File: src/rtl/is_uart_tx_arbiter_pkg.sv
// Shared types and constants for the UART controller slice (package is_pkg_uart_controller).
// Holds the TX arbiter state encoding and the default tag byte base.
package is_pkg_uart_controller;

  typedef enum logic [1:0] {
    ARB_IDLE,
    ARB_TAG,
    ARB_STREAM
  } arb_state_t;

  localparam logic [7:0] ARB_TAG_BASE_DEF = 8'hA0;

endpackage

File: src/rtl/is_rr_arbiter.sv
// Round-robin pointer and registered one-hot grant for the UART TX arbiter.
// load_i latches the winner searched from ptr; advance_i ends the grant and rotates ptr past it.
module is_rr_arbiter #(
  parameter int N_REQ = 2
) (
  input  logic                     clk_i,
  input  logic                     rst_i,
  input  logic [N_REQ-1:0]         req_i,
  input  logic                     load_i,
  input  logic                     advance_i,
  output logic [N_REQ-1:0]         grant_o,
  output logic [$clog2(N_REQ)-1:0] grant_idx_o
);

  localparam int IDX_W = $clog2(N_REQ);

  logic [IDX_W-1:0] ptr_q;
  logic [IDX_W-1:0] idx_q;
  logic [N_REQ-1:0] grant_q;
  logic [IDX_W-1:0] win_idx;
  logic             win_found;
  int               cand;

  // NOTE: every variable written here gets a default first, so no path leaves one unassigned (no latch).
  always_comb begin
    win_idx   = ptr_q;
    win_found = 1'b0;
    cand      = 0;
    for (int k = 0; k < N_REQ; k++) begin
      cand = int'(ptr_q) + k;
      if (cand >= N_REQ) cand = cand - N_REQ;
      if (!win_found && req_i[cand]) begin
        win_found = 1'b1;
        win_idx   = IDX_W'(cand);
      end
    end
  end

  // NOTE: state registers use non-blocking assignments so all flops update together at the edge.
  always_ff @(posedge clk_i) begin
    if (rst_i) begin
      ptr_q   <= '0;
      idx_q   <= '0;
      grant_q <= '0;
    end else if (advance_i) begin
      grant_q <= '0;
      ptr_q   <= (idx_q == IDX_W'(N_REQ - 1)) ? '0 : idx_q + IDX_W'(1);
    end else if (load_i && win_found) begin
      grant_q <= N_REQ'(1) << win_idx;
      idx_q   <= win_idx;
    end
  end

  assign grant_o     = grant_q;
  assign grant_idx_o = idx_q;

endmodule

File: src/rtl/is_uart_tx_arbiter.sv
// Burst-granular round-robin arbiter sharing the UART TX byte interface between N_REQ streams.
// Define IS_UART_ARB_TAG_EN to prefix every grant with one tag byte (TAG_BASE | index).
module is_uart_tx_arbiter
  import is_pkg_uart_controller::*;
#(
  parameter int N_REQ     = 2,
  parameter int DATA_W    = 8,
  parameter int MAX_BURST = 16
`ifdef IS_UART_ARB_TAG_EN
  ,
  parameter logic [DATA_W-1:0] TAG_BASE = DATA_W'(ARB_TAG_BASE_DEF)
`endif
) (
  input  logic                      clk_i,
  input  logic                      rst_i,
  input  logic [N_REQ-1:0]          req_valid_i,
  input  logic [N_REQ*DATA_W-1:0]   req_data_i,
  input  logic [N_REQ-1:0]          req_last_i,
  output logic [N_REQ-1:0]          req_ready_o,
  output logic [DATA_W-1:0]         tx_data_o,
  output logic                      tx_valid_o,
  input  logic                      tx_ready_i,
  output logic [N_REQ-1:0]          grant_o,
  output logic                      busy_o
);

  localparam int IDX_W = $clog2(N_REQ);
  localparam int CNT_W = $clog2(MAX_BURST + 1);

  arb_state_t       state_q, state_d;
  logic [CNT_W-1:0] beat_cnt_q, beat_cnt_d;
  logic [IDX_W-1:0] grant_idx;
  logic             arb_load;
  logic             arb_advance;
  logic             beat;

  is_rr_arbiter #(
    .N_REQ(N_REQ)
  ) u_rr_arbiter (
    .clk_i       (clk_i),
    .rst_i       (rst_i),
    .req_i       (req_valid_i),
    .load_i      (arb_load),
    .advance_i   (arb_advance),
    .grant_o     (grant_o),
    .grant_idx_o (grant_idx)
  );

  always_ff @(posedge clk_i) begin
    if (rst_i) begin
      state_q    <= ARB_IDLE;
      beat_cnt_q <= '0;
    end else begin
      state_q    <= state_d;
      beat_cnt_q <= beat_cnt_d;
    end
  end

  // Outputs are forced idle while reset is asserted, even if the state register still shows a burst.
  always_comb begin
    state_d     = state_q;
    beat_cnt_d  = beat_cnt_q;
    tx_valid_o  = 1'b0;
    tx_data_o   = '0;
    req_ready_o = '0;
    arb_load    = 1'b0;
    arb_advance = 1'b0;
    beat        = 1'b0;
    busy_o      = 1'b0;
    if (!rst_i) begin
      busy_o = (state_q != ARB_IDLE);
      case (state_q)
        ARB_IDLE: begin
          arb_load = 1'b1;
          if (|req_valid_i) begin
`ifdef IS_UART_ARB_TAG_EN
            state_d = ARB_TAG;
`else
            state_d = ARB_STREAM;
`endif
          end
        end
`ifdef IS_UART_ARB_TAG_EN
        ARB_TAG: begin
          tx_valid_o = 1'b1;
          tx_data_o  = TAG_BASE | DATA_W'(grant_idx);
          if (tx_ready_i) state_d = ARB_STREAM;
        end
`endif
        ARB_STREAM: begin
          tx_valid_o             = req_valid_i[grant_idx];
          req_ready_o[grant_idx] = tx_ready_i;
          if (req_valid_i[grant_idx]) tx_data_o = req_data_i[grant_idx*DATA_W +: DATA_W];
          beat = req_valid_i[grant_idx] & tx_ready_i;
          if (beat) begin
            // A last beat that also hits the limit is still one burst end.
            if (req_last_i[grant_idx] || beat_cnt_q == CNT_W'(MAX_BURST - 1)) begin
              state_d     = ARB_IDLE;
              beat_cnt_d  = '0;
              arb_advance = 1'b1;
            end else begin
              beat_cnt_d = beat_cnt_q + CNT_W'(1);
            end
          end
        end
        default: state_d = ARB_IDLE;
      endcase
    end
  end

endmodule
File: config.mk
export PLATFORM = sky130hd
export DESIGN_NAME = is_uart_tx_arbiter
export DESIGN_NICKNAME = d
export VERILOG_FILES = /design/src/rtl/is_uart_tx_arbiter_pkg.sv /design/src/rtl/is_rr_arbiter.sv /design/src/rtl/is_uart_tx_arbiter.sv
export SDC_FILE = /design/constraint.sdc
export NUM_CORES = 1
export LEC_CHECK = 0
export BUFFER_PORTS_ARGS = -buffer_cell sky130_fd_sc_hd__buf_2
export CAP_MARGIN = 20
export CORE_UTILIZATION = 44
export CTS_CLUSTER_SIZE = 40
export DETAILED_ROUTE_END_ITERATION = 8
export PLACE_DENSITY = 0.88
export SLEW_MARGIN = 25
export SYNTH_ARGS = -nofsm -noshare
export SYNTH_HDL_FRONTEND = slang
export SYNTH_SLANG_ARGS = --single-unit
File: constraint.sdc
create_clock -name clk_i -period 2.22 [get_ports clk_i]
set_input_delay 0.111 -clock clk_i [delete_from_list [all_inputs] [get_ports clk_i]]
set_output_delay 0.111 -clock clk_i [all_outputs]
set_load 0.05 [all_outputs]
After elaboration in Yosys (flattened, before gate mapping)
Index checks and enable logic that the tools add are counted.
Storage, ports and cells
  bits in registers: 11
  bits in latches: 0
  bits in writable memories: 0
  ROM bits: 0
  bits of input ports: 23
  logic and storage cells: 76
  memories kept: 0
Operators by class
  add/sub/neg operators: 5
  multiply operators: 0
  div/mod/pow operators: 0
  order comparisons: 6
  eq/ne operators: 5
  shift-type cells: 2
  multiplexer cells: 38
  bitwise gates (word level): 3
  reductions and logical operators: 12
Operator list (number)
  $lt 32x3->1 const B: 2
  $mux 32: 2
  $ge 32x3->1 const B: 1
  $sub 32x3->32 const B: 1
  $mux 1: 25
  $mux 8: 3
  $shiftx 16x5->8: 1
  $mux 2: 5
  $ne 2x2->1 const B: 3
  $add 5x1->5 const B: 1
  $eq 5x4->1 const B: 1
  $mux 5: 1
  $pmux 2 s2: 1
  $reduce_and 2->1: 2
  $reduce_or 2->1: 2
  $logic_and 1x1->1: 3
  $reduce_and 3->1: 1
  $sub 1x2->3 const B: 1
  $add 1x1->2 const B: 1
  $and 2x2->2: 1
  $eq 2x2->1 const B: 1
  $ge 1x2->1 const B: 1
  $logic_not 2->1: 1
  $lt 1x2->1 const B: 1
  other kinds (9): 9

Logic depth before layout (Yosys ltp)
  word-level depth: 11
  mapped depth: 6
  gate-level depth less buffers: 6

By module
From an unflattened synthesis, not the netlist that was laid out.
Unflattened totals
  cell total of the unflattened synthesis: 86
  area, all modules: 718.2 um^2
By module, submodules not included
  is_uart_tx_arbiter: instances 1, cells an instance 67, area each 544.3 um^2, seq. area each 120.1 um^2
  is_rr_arbiter: instances 1, cells an instance 19, area each 173.9 um^2, seq. area each 80.1 um^2

Worst setup path before layout
No wires, ideal clock.
  kind: register -> output
  start: reg state_q[1]
  end: out tx_data_o[0]
  arrival time: 2.307 ns
  path slack: -0.198 ns
  stages on the path, launching flop included: 4
  buffers on the path: 0
  cell sequence: dfxtp_1 -> nor2b_1 -> nand2_1 -> nor2_1
On the way
  word-level cells in the longest chain between the ends: 3
Ends and longest elaborated chain
  start: declaration: RTL line is_uart_tx_arbiter.sv:30  | arb_state_t state_q, state_d;
  start signal: assignment: RTL line is_uart_tx_arbiter.sv:54  | state_q <= state_d;
  $eq 2x2->1: RTL line is_uart_tx_arbiter.sv:72  | case (state_q)
  $mux 8: RTL line is_uart_tx_arbiter.sv:72
  $mux 8: RTL line is_uart_tx_arbiter.sv:70  | if (!rst_i) begin
  end: declaration: RTL line is_uart_tx_arbiter.sv:20  | output logic [DATA_W-1:0] tx_data_o,
Every way passes these cells.

Worst setup path after layout
  start: reg u_rr_arbiter.idx_q, in the netlist u_rr_arbiter.grant_idx_o
  end: out tx_data_o[5]
On the way
  word-level cells in the longest chain between the ends: 5
  elaborated cells on any way between the ends: 6
  classes of those cells: 1 x shift; 5 x mux
Ends and longest elaborated chain
  start: declaration: RTL line is_rr_arbiter.sv:18  | logic [IDX_W-1:0] idx_q;
  start signal: assignment: RTL line is_rr_arbiter.sv:50  | idx_q <= win_idx;
  parallel branches: the longest is 2 deep, another holds $shiftx 16x5->8
  $mux 8 (*): RTL line is_uart_tx_arbiter.sv:93  | if (req_valid_i[grant_idx]) tx_data_o = req_data_i[grant_idx*DATA_W +: DATA_W];
  $mux 8 (*): RTL line is_uart_tx_arbiter.sv:72
  $mux 8 (*): RTL line is_uart_tx_arbiter.sv:70
Mark *: on every way between the ends. The select of a mux whose other input is x is not followed.

==> results.md <==
- Crit-path max cell delay: 0.39 ns
- Vias in the first global route: 657
- Status: finished clean
- Antenna violations before repair: 0
- Seq/Total Area, Yosys: 0.2778
- Final ANT Viol Nets: 0
- CORE AREA: 1524 um^2
- Maximum vdd drop: 0.3823 mV
- Post-CTS Setup Inserts: 0
- Mapped Cells: 85
- CP required: 2.11 ns
- Io pins: 37
- Crit Path Max Fanout: 10
- Final hold violation count: 0
- CP Cell Sequence: buf_4 -> mux2_2 -> nand2_1 -> nor2_1 -> buf_2
- CP Depth: 5
- Setup TNS: 0 ns
- H-tree depth: 1
- Total grt overflow: 0
- Hold path cells: 3
- Final Cycle Share: 0.8329
- Crit path kind: register to output pin
- Adder-cell share of the synthesized area: 0.03472
- Post-CTS Resized: 0
- Worst-margin pin slew: 0.4481 ns
- Drt pass-1 iters: 4
- Worst path arrival time: 1.74 ns
- Syn_area_per_cell: 8.479 um^2
- Hold-fix buffers at CTS: 0
- Area grow syn2layout: 31.77%
- Worst Hold Slack: 0.1610 ns
- Buf+Inv Stages, Crit Path: 2
- FFs w/ async S/R, synth: 0
- Clock slew seen by the registers of the worst setup and hold paths: 0.07 ns
- Commonest non-fill, non-tap cells in the layout: buf_2, nor2_1, dfxtp_1
- Seq cells post-synth: 10
- FP Rows: 14
- Min Tclk post-route: 1.849 ns
- Leading cell type in the layout, fill and taps excluded: buf_2
- Starting Density: 0.4729
- Multi-input logic area: 475.5 um^2
- Post-synthesis compound-gate area fraction: 0.1493
- Port Buffers: 36
- Crit path max-delay cell type: mux2_2
- Synthesis Warnings: 0
- Routed via count: 768
- Post-synth EDFFs: 0
- Latest clock arrival within the worst-skew pair: 0.27 ns
- CP delay by family, top: buffers and inverters
- Headroom to the max-slew limit: 0.6927
- Antenna cells: 0
- Largest net degree at the start of global routing: 21
- Post-synthesis simple-gate area fraction: 0.2847
- Final HPWL from detailed placement: 1.353 mm
- Post-synth top flop: dfxtp_1
- Final Wtd Congestion: 0.8346
- Post-synthesis cell area: 720.7 um^2
- Vias per cell: 5.525
- Lkg Pwr: 0.4344 nW
- CP Capture Type: output pin
- First-pass GRT wire length: 2.794 mm
- Number of clock sinks: 10
- Fillers: 130
- FF-to-FF path depth: 6
- Setup Viol. Count Final: 0
- Tot Pwr: 486.8 uW
- Min-Delay Path Class: input port to register
- Post-synthesis mux area share: 0.1875
- Xor and xnor fraction of the mapped netlist area: 0
- Fin. max-slew vios: 0
- Global Route Usage Sum: 0.2052
- PD cells: 512.6 nW/um^2
- Avg WL per Cell: 12.25 um
- Max Cap Viol: 0
- FMAX: 540.8 MHz
- Drt drc: 0
- Register area: 200.2 um^2
- Placed cell areas: 913.4 um^2
- Largest family of logic cells by synthesized area: simple AND/OR/NAND/NOR gates
- Routed wire length: 1.703 mm
- Width of the chip: 42.47 um
- Syn_nets: 110
- Clk buf depth: 2
- TritonCTS buffer count: 3
- DR iter-0 viols: 25
- Post-route cell area: 949.7 um^2
- RSZ-0062 raised after global routing: no
- CTS tree: done
- Die footprint: 1804 um^2
- Unique masters post-synth: 32
- Worst setup SP type: register
- Nets@finish: 149
- Final setup skew: 0.006376 ns
- Root Buffer: clkbuf_4
- Layout cell share with drive strength beyond 1: 0.3902
- Die height: 42.47 um
-- final cells by class --
cell class,count,area share
Clock buffer,4,0.03821
Inverter,6,0.02372
Multi-Input combinational cell,65,0.5007
Sequential cell,10,0.2108
Tap cell,16,0.02108
Timing Repair Buffer,38,0.2055
-- cells in the mapped netlist (2+ instances only) --
cell type,count,share of area
nor2_1,12,0.062
dfxtp_1,10,0.28
mux2i_1,9,0.13
inv_1,6,0.031
nand2_1,4,0.021
nor2b_1,4,0.035
a21oi_1,3,0.021
and3_1,3,0.026
o21ai_0,3,0.021
buf_2,2,0.014
ha_1,2,0.035
nand2b_1,2,0.017
nand4b_1,2,0.024
nor3_1,2,0.014
nor4_1,2,0.017
nor4b_1,2,0.024
o32ai_1,2,0.024
-- worst paths after layout --
| path | from | end | slack (ns) |
|---|---|---|---|
| worst max-delay path | u_rr_arbiter.grant_idx_o | tx_data_o[5] | 0.37 |
| worst max register to register | beat_cnt_q[0] | u_rr_arbiter.ptr_q | 0.46 |
| worst min register to register | beat_cnt_q[0] | beat_cnt_q[0] | 0.50 |
| worst min-delay path | req_valid_i[1] | u_rr_arbiter.grant_idx_o | 0.16 |
-- kinds of logic (layout without fill, tap and decap cells) --
family | after synthesis | count (layout)
buf+inv | 10 | 48
fa+ha+maj | 2 | 2
compound gates | 13 | 13
simple gates | 38 | 38
mux | 12 | 12
flops | 10 | 10
-- state kept, by name (all words and copies together) (netlist names) --
signal                    cells
beat_cnt_q                    5
u_rr_arbiter.grant_o          2
state_q                       1
u_rr_arbiter.grant_idx_o      1
u_rr_arbiter.ptr_q            1
-- tightest hold or removal path, stage by stage --
cell and delay [ns]:
buf_2 0.13, nand3b_1 0.08, a21oi_1 0.06
-- layer usage --
metal  track usage  up-vias  share of wire
met5             0        -              0
met4       0.08750        0          0.015
met3       0.06897        5          0.055
met2        0.3262       26           0.50
met1        0.2507      352           0.43
li1              -      385              -
-- power breakdown --
part / internal, mW / leakage (nW) / switching [mW]
combinational: 0.0470 / 0.332 / 0.0821
clock: 0.0998 / 0.0210 / 0.0676
sequential: 0.186 / 0.0814 / 0.00486
-- stage by stage --
stage | utilization | std cells | worst slack, ns
after global routing | 0.6232 | 139 | 0.2968
after global placement | 0.5993 | 135 | 0.5401
after detailed placement | 0.5993 | 135 | 0.4820
after CTS | 0.6232 | 139 | 0.3659
after floorplan | - | 85 | 0.1666
final | 0.6232 | 139 | 0.3710
(Power assumes the default switching activity.)
